**src/rtl/xgmm_writer.sv**
```systemverilog
// Moves words from the pattern and attribute FIFOs into video memory, one write
// at a time, alternating between sources when both have data waiting.
module xgmm_writer #(
    parameter int P_IDX_W = 4,
    parameter int A_IDX_W = 2
) (
    input  logic        clk_sys,
    input  logic        rst_n,
    input  logic        p_empty,
    input  logic        a_empty,
    input  logic [15:0] p_data,
    input  logic [15:0] a_data,
    input  logic [11:0] par,
    input  logic [12:0] aar,
    output logic        p_pop,
    output logic        a_pop,
    output logic        mem_req,
    input  logic        mem_gnt,
    output logic        mem_sel,
    output logic [15:0] mem_addr,
    output logic [15:0] mem_wdata,
    output logic        busy
);

    typedef enum logic [1:0] {
        IDLE,
        POP,
        CAPT,
        WRITE
    } state_t;

    state_t              state, state_nxt;
    logic                pick_q, pick_nxt;   // 1 = attribute source
    logic                last_attr;
    logic [P_IDX_W-1:0]  p_idx;
    logic [A_IDX_W-1:0]  a_idx;
    logic                p_empty_q, a_empty_q;
    logic                p_clr, a_clr;
    logic [15:0]         p_addr, a_addr;

    assign p_clr  = p_empty & ~p_empty_q;
    assign a_clr  = a_empty & ~a_empty_q;
    assign p_addr = 16'({par, p_idx});
    assign a_addr = 16'({1'b0, aar, a_idx});
    assign busy   = (state != IDLE);

    // NOTE: every output of a combinational block gets a default first so no path infers a latch.
    always_comb begin
        state_nxt = state;
        pick_nxt  = pick_q;
        p_pop     = 1'b0;
        a_pop     = 1'b0;
        mem_req   = 1'b0;
        case (state)
            IDLE: begin
                if (!p_empty || !a_empty) begin
                    state_nxt = POP;
                    pick_nxt  = (!p_empty && !a_empty) ? ~last_attr : p_empty;
                end
            end
            POP: begin
                p_pop     = ~pick_q & ~p_empty;
                a_pop     =  pick_q & ~a_empty;
                state_nxt = CAPT;
            end
            CAPT: begin
                state_nxt = WRITE;
            end
            WRITE: begin
                mem_req = 1'b1;
                if (mem_gnt) begin
                    state_nxt = IDLE;
                end
            end
            default: state_nxt = IDLE;
        endcase
    end

    // NOTE: state registers use non-blocking assignments so every flop samples pre-edge values.
    always_ff @(posedge clk_sys) begin
        if (!rst_n) begin
            state     <= IDLE;
            pick_q    <= 1'b0;
            last_attr <= 1'b1;
            p_idx     <= '0;
            a_idx     <= '0;
            p_empty_q <= 1'b1;
            a_empty_q <= 1'b1;
            mem_sel   <= 1'b0;
            mem_addr  <= '0;
            mem_wdata <= '0;
        end else begin
            state     <= state_nxt;
            pick_q    <= pick_nxt;
            p_empty_q <= p_empty;
            a_empty_q <= a_empty;

            // Address is frozen here so later par/aar writes cannot disturb this word.
            if (state == POP) begin
                mem_sel  <= pick_q;
                mem_addr <= pick_q ? a_addr : p_addr;
            end
            if (state == CAPT) begin
                mem_wdata <= mem_sel ? a_data : p_data;
            end
            if (state == WRITE && mem_gnt) begin
                last_attr <= mem_sel;
            end

            // A FIFO draining restarts its index; that wins over a same-cycle pop.
            if (p_clr) begin
                p_idx <= '0;
            end else if (p_pop) begin
                p_idx <= p_idx + 1'b1;
            end
            if (a_clr) begin
                a_idx <= '0;
            end else if (a_pop) begin
                a_idx <= a_idx + 1'b1;
            end
        end
    end

endmodule

```
**config.mk**
```make
export PLATFORM = sky130hd
export DESIGN_NAME = xgmm_writer
export DESIGN_NICKNAME = d
export VERILOG_FILES = /design/src/rtl/xgmm_writer.sv
export SDC_FILE = /design/constraint.sdc
export NUM_CORES = 1
export LEC_CHECK = 0
export ABC_AREA = 1
export ABC_CLOCK_PERIOD_IN_PS = 2200
export CAP_MARGIN = 20
export CORE_UTILIZATION = 44
export DETAILED_ROUTE_END_ITERATION = 10
export PLACE_DENSITY_LB_ADDON = 0.08
export SLEW_MARGIN = 10
export SYNTH_ARGS = -nofsm -noshare
export SYNTH_HDL_FRONTEND = slang
export SYNTH_SLANG_ARGS = --single-unit
export TNS_END_PERCENT = 5
```
**constraint.sdc**
```tcl
create_clock -name clk_sys -period 2.2 [get_ports clk_sys]
set_input_delay 0.44 -clock clk_sys [delete_from_list [all_inputs] [get_ports clk_sys]]
set_output_delay 0.44 -clock clk_sys [all_outputs]
set_load 0.02 [all_outputs]
```
Word-level counts from Yosys, hierarchy flattened:

Index checks and enable logic that the tools add are counted.

* bitwise logic cells: 11
* eq/ne operators: 5
* mux-type cells: 9
* reductions and logical operators: 11
* $add $sub $neg: 2

Operators with widths (count)
* two-way mux 16 bit: 2
* one-hot mux 2 bit (4 select lines): 1
* NOT 1 bit: 7
* adder 4 x 1 -> 4 bit (second input constant): 1
* bitwise AND 1 bit: 4
* equality test 2 bit (second input constant): 2
* two-way mux 1 bit: 4
* two-way mux 2 bit: 2
* != test 2 bit (second input constant): 2
* AND reduction 2 bit: 2
* OR reduction 2 bit: 2
* adder 2 x 1 -> 2 bit (second input constant): 1
* equality test 2 x 1 -> 1 bit (second input constant): 1
* logical AND 1 bit: 2
* logical NOT 1 bit: 2
* logical NOT 2 bit: 1
* nonzero test 2 bit: 1
* logical OR 1 bit: 1

* output and inout bits: 37
* word-level logic and storage cells: 48
* input port bits: 62
* register bits: 45

Depth between registers and ports, before layout:

* depth in word-level cells: 4
* depth in mapped cells: 9
* depth with buffers taken out: 8

Worst setup path after synthesis:

OpenSTA, ideal clock, no wires.

* kind: register to output
* start point: reg state[1]
* end point: out p_pop
* cell stages (with the launch flop): 5
* data arrival time: 1.050 ns
* setup slack: 0.710 ns
* path buffers: 0
* cell sequence: dfxtp_1 inv_1 ha_1 nand2_1 nor2_1

* cells in the longest elaborated chain, start to end: 2

Ends and longest elaborated chain
* from (decl): RTL line 32 `state_t state, state_nxt;`
* from (signal assigned): RTL line 93 `state <= state_nxt;`
* equality test 2 x 1 -> 1 bit: RTL line 54 `case (state)`
* two-way mux 1 bit: RTL line 54
* to (decl): RTL line 15 `output logic p_pop,`

No other way between the ends.

Final worst setup path:

* start point: reg state[1]
* end point: out busy

* cells in the longest elaborated chain, start to end: 1

Ends and longest elaborated chain
* nonzero test 2 bit: RTL line 45 `assign busy = (state != IDLE);`
* to (decl): RTL line 22 `output logic busy`

No other way between the ends.

==> run summary <==
Max-slew headroom -> 58.4%
fin. max-slew vios -> 0
pwr dens -> 981 nW/um^2
crit end category -> output port
Synth Area in Adders -> 4.08%
post-synth top area cell -> dfxtp_1
synth top area cells -> dfxtp_1 42%, nand2_1 18%, inv_1 8.0%, nand3_1 7.9%, o211ai_1 6.6%
detailed-route wire length per cell -> 11.2 um
DR DRC count -> 0
cell count after synthesis -> 305
antenna violations before repair -> 0
worst hold stages -> 2
Leak Pwr -> 1.55 nW
Post-Syn Area -> 2150 sq um
worst reg-to-reg path cell count -> 6
library cells used by synthesis -> 23
routed vias/inst -> 4.66
gr ovfl total -> 0
Setup Buffers After CTS -> 0
post-route ant nets -> 0
FF+latch count, synth -> 45
PnR Total Power -> 0.00321 W
Worst Path Max Fanout -> 4
fin nets -> 476
Post-CTS Hold Fix Bufs -> 0
Setup violations, final -> 0
Worst-Margin Slew -> 0.624 ns
ratio of cells with drive above 1 in the final layout -> 6.63%
WP data required -> 1.76 ns
post-synthesis compound-gate area fraction -> 11.0%
setup ws final -> 0.0978 ns
Hold WC Path Type -> reg -> reg
Die Wd -> 71.8 um
crit path max-delay cell type -> clkdlybuf4s50_1
most used cell, CP -> inv_1
Syn Area/Cell -> 7.04 sq um
CTS Buffer Depth -> 2
Initial Utilization -> 45.7%
Area Overhead vs Synth -> 52.5%
worst path bufs/invs -> 3
All-Layer GR Usage -> 20.7%
CTS root buffer -> clkbuf_8
CTS tree -> built
Cell Rows -> 25
worst path arrival time -> 1.66 ns
most common cell after layout, fill and taps aside -> nand2_1
final WL -> 5180 um
RR Endpoint -> mem_wdata[2]
Slowest Stage Delay on Critical Path -> 0.60 ns
Max Cap Violations -> 0
vias in the first global route -> 1,960
Tcrit/Tclk final -> 95.6%
Final Hold Fails -> 0
most frequent cells in the layout -> 104 x nand2_1, 96 x clkdlybuf4s50_1, 46 x inv_1
Achievable Freq -> 476 MHz
sequential area share after synthesis -> 42.0%
CP delay by family, top -> buffers and inverters
core area -> 4690 sq um
CP Launch Type -> flop
status -> finished clean
post-place setup slack -> -0.00664 ns
fillers -> 420
# diodes -> 0
Num CTS Buffers -> 5
Die Area -> 5160 sq um
Synth top area share -> 42.0%
Period minus WS final -> 2.10 ns
largest family of logic cells by synthesized area -> simple AND/OR/NAND/NOR gates
largest net degree at the start of global routing -> 25
Worst-Skew Late Latency -> 0.29 ns
Worst R2R Setup Slack -> 0.58 ns
Clock Skew -> 0.00632 ns
DRT iter0 DRCs -> 57
Worst-path clk slew -> 0.08 ns
Die Y -> 71.8 um
HP Start -> mem_addr[15]
Post-DP HPWL -> 3870 um
post-synthesis mux area share -> 0%
first-pass GRT wire length -> 8480 um
H-tree depth -> 2
Ys Warns -> 0
Synth Area in XOR/XNOR -> 0.408%
Crit Reg-Reg Startpoint -> state[0]
Hold Path End -> mem_addr[15]
Critical Path, Cell by Cell -> inv_1 > ha_1 > inv_1 > clkdlybuf4s50_1
setup TNS -> 0 ns
clock sinks -> 45
GP Congestion -> 0.732
Crit Path Class -> reg -> out
via count -> 2,148
post-synth net total -> 374
# IOs -> 99
Max VDD drop -> 0.459 mV
DR pass1 iterations -> 4
Post-Synth Simple-Gate Area -> 29.8%
RSZ-0062 raised after global routing -> no
IO Port Bufs -> 98
[per-stage QoR]
stage                     util (%)  hold WS, ns  area, sq um  instances
after floorplan                  -        0.443         2150        305
after global placement        67.9        0.454         3190        454
after detailed placement      67.9        0.455         3190        454
after CTS                     69.7        0.467         3270        461
after global routing          69.7        0.507         3270        461
final                         69.7        0.465         3270        461
[cells in the mapped netlist]
cell type	n
nor2_4	1
buf_4	2
inv_1	46
xor2_1	1
buf_8	1
nand2_2	4
dfxtp_1	45
clkbuf_1	1
or2_0	1
nand3_1	34
or2_2	1
o31ai_1	1
nor2_1	8
nand2_1	104
o21ai_0	6
inv_2	3
buf_2	9
buf_6	1
a21oi_1	8
a211oi_1	1
o211ai_1	19
ha_1	7
o21bai_1	1
[state kept, by name (all words and copies together) (netlist names)]
| signal | count |
|---|---|
| p_idx | 4 |
| last_attr | 1 |
| mem_wdata | 16 |
| mem_addr | 16 |
| a_empty_q | 1 |
| state | 2 |
| p_empty_q | 1 |
| mem_sel | 1 |
| pick_q | 1 |
| a_idx | 2 |
[area by class of cell]
cell class / count / area, sq um / share of cell area (%)
Timing Repair Buffer: 109 / 1060 / 32.4
Clock buffer: 7 / 86.3 / 2.64
Inverter: 49 / 184 / 5.62
Sequential cell: 45 / 902 / 27.6
Tap cell: 54 / 67.6 / 2.07
Multi-Input combinational cell: 197 / 971 / 29.7
[worst register-to-register path: stages (launching register included)]
cell,delay (ns)
dfxtp_2,0.35
inv_1,0.10
ha_1,0.56
buf_4,0.28
nand3_1,0.08
o211ai_1,0.09
inv_1,0.05
[report_power, final]
group          leakage (nW)  total [W]  internal (W)  switching, W
registers             0.368    0.00115       0.00102      0.000125
clock network        0.0443   0.000506      0.000249      0.000257
logic                  1.14    0.00155      0.000698      0.000857
total                  1.55    0.00321       0.00197       0.00124
[cell families (layout without fill, tap and decap cells)]
group                    after synthesis  count (layout)
AND/OR/NAND/NOR                      153             153
buffers and inverters                 63             165
flip-flops                            45              45
AO/OA/AOI/OAI                         36              36
adder cells (fa/ha/maj)                7               7
XOR/XNOR                               1               1
[routing by layer]
layer / up-vias / routed length [um] / track usage (%)
met1: 923 / 2300 / 24.3
met4: 0 / 99 / 7.41
met3: 9 / 335 / 5.63
li1: 1154 / - / -
met2: 62 / 2450 / 36.3
met5: - / 0 / 0
[repair_timing]
action / in CTS / in global routing
setup endpoints to repair: 2 / 1
gates resized for setup: 2 / 1
pin swaps: 0 / 0
endpoints found under the hold margin: 0 / 0
gates cloned: 0 / 0
[worst max path at each step]
stage / cells past startpoint / slack (ns) / start / end
after global placement: 5 / 0.01 / p_empty / p_pop
after floorplan: 4 / 0.71 / state[1] / p_pop
after global routing: 4 / 0.04 / state[1] / busy
after CTS: 4 / 0.04 / state[0] / busy
final: 4 / 0.1 / state[1] / busy
after detailed placement: 5 / -0.007 / p_empty / p_pop
(Power assumes the default switching activity.)
==> edit (same flow settings) <==
Change the parameter `A_IDX_W` from 2 to 3.
--- a/src/rtl/xgmm_writer.sv
+++ b/src/rtl/xgmm_writer.sv
@@ -2,7 +2,7 @@
 // at a time, alternating between sources when both have data waiting.
 module xgmm_writer #(
     parameter int P_IDX_W = 4,
-    parameter int A_IDX_W = 2
+    parameter int A_IDX_W = 3
 ) (
     input  logic        clk_sys,
     input  logic        rst_n,
Formal check against the unedited RTL: not equivalent (Yosys sat finds a counterexample within 4 cycles, from zero or initial values and one cycle with rst_n low).
==> edit against the unedited design <==
Synthesized area increased by 0.87%. Register-to-register slack got worse by 0.15 ns. Power increased by 2.4%. Synthesized cell count increased by 2.0%. Wire length increased by 1.6%. First-iteration DRC count increased by 72%. Sequential cell count increased by 1. Worst hold slack improved by 0.025 ns. Cell count increased by 4.1%. Clock skew decreased by 0.00090 ns. Setup slack improved by 0.098 ns. Design area increased by 1.4%. Combinational power increased by 3%. Largest power group unchanged.
==> edit: results (changes against the unedited design) <==
[sta]
relSlewSlack=0.334  ; -0.250
period_needed_ns=2.00  ; -0.0982 ns

[grt]
grt_max_degree=31  ; +24%
grt_usage=0.208  ; +0.00131
use_met3=0.0556  ; -0.000703
met2_usage=0.391  ; +0.0288
met1_usage=0.229  ; -0.0139

[placed_design]
placedCellCount=472  ; +4.0%
place_area_mm2=0.00322  ; +1.1%
hpwlAfterDp_um=3920  ; +1.1%
dp_slack_ns=0.105  ; +0.111 ns

[critical_path]
endpoint=a_pop
worstPathArrival_ns=1.56  ; -0.10 ns
r2r-end=state[0]

[drt]
via_count=2203  ; +2.6%
wl_per_cell_um=11.0  ; -2.4%

[final_layout]
nNetsFinal=481  ; +1.1%
drive_gt1_frac=0.0557  ; -0.0106
multi_input_area_um2=960  ; -1.2%

[pwr]
p_clk_frac=0.161  ; +0.003
ir_worst_vdd_mv=0.692  ; +51%
p_per_area_mw_per_mm2=990  ; +0.97%
total_leakage_power_uw=0.00158  ; +1.7%

[yosys]
synth_common_cells=nand2_1 (105), inv_1 (50), dfxtp_1 (46), nand3_1 (32), o211ai_1 (19)
synth.distinct_cells=22  ; -4.3%
ys_seq_area_frac=0.425  ; +0.00561
syn-num-nets=380  ; +1.6%

[status]
status=finished clean

[die]
core_mm2=0.00472  ; +0.67%

## edit: cell count changes after synthesis, moves of 2 or more
cell	before	now
o21ai_0	6	9
nand3_1	34	32
inv_1	46	50
nand2_2	4	0
nor2_1	8	10
## edit: cell type report
type	instances	area share
Tap cell	67	0.0253
Clock buffer	6	0.0249
Sequential cell	46	0.278
Clock inverter	2	0.00377
Inverter	54	0.0611
Multi-Input combinational cell	197	0.289
Timing Repair Buffer	108	0.318
## edit: logic make-up after synthesis
family | count (synthesis) | share of synthesized area
xor+xnor | 1 | 0.00405
simple gates | 149 | 0.279
buf+inv | 68 | 0.131
flops | 46 | 0.425
fa+ha+maj | 7 | 0.0405
compound gates | 40 | 0.120
## edit: critical path, cell delays in order, from the launching register on
cell and delay (ns):
dfxtp_1 0.34, inv_1 0.10, ha_1 0.22, nand2_1 0.13
nor2_1 0.13, dlygate4sd2_1 0.35
## edit: worst min path at each step
| stage | start | endpoint | slack, ns | cells past startpoint |
|---|---|---|---|---|
| after global routing | mem_wdata[8] | mem_wdata[8] | 0.52 | 2 |
| after CTS | mem_wdata[9] | mem_wdata[9] | 0.49 | 2 |
| final | mem_wdata[8] | mem_wdata[8] | 0.49 | 2 |
| after floorplan | last_attr | last_attr | 0.44 | 2 |
| after global placement | last_attr | last_attr | 0.46 | 2 |
| after detailed placement | mem_wdata[9] | mem_wdata[9] | 0.47 | 2 |
## edit: metal layers
| layer | routed length [um] | up-vias |
|---|---|---|
| met5 | 0 | - |
| met4 | 48 | 0 |
| met3 | 319 | 5 |
| met2 | 2570 | 62 |
| met1 | 2330 | 964 |
| li1 | - | 1172 |
## edit: timing repair
item | 4_1_cts | 5_1_grt
endpoints found under the setup margin | 2 | 1
hold buffers | 0 | 0
resized for setup | 2 | 1
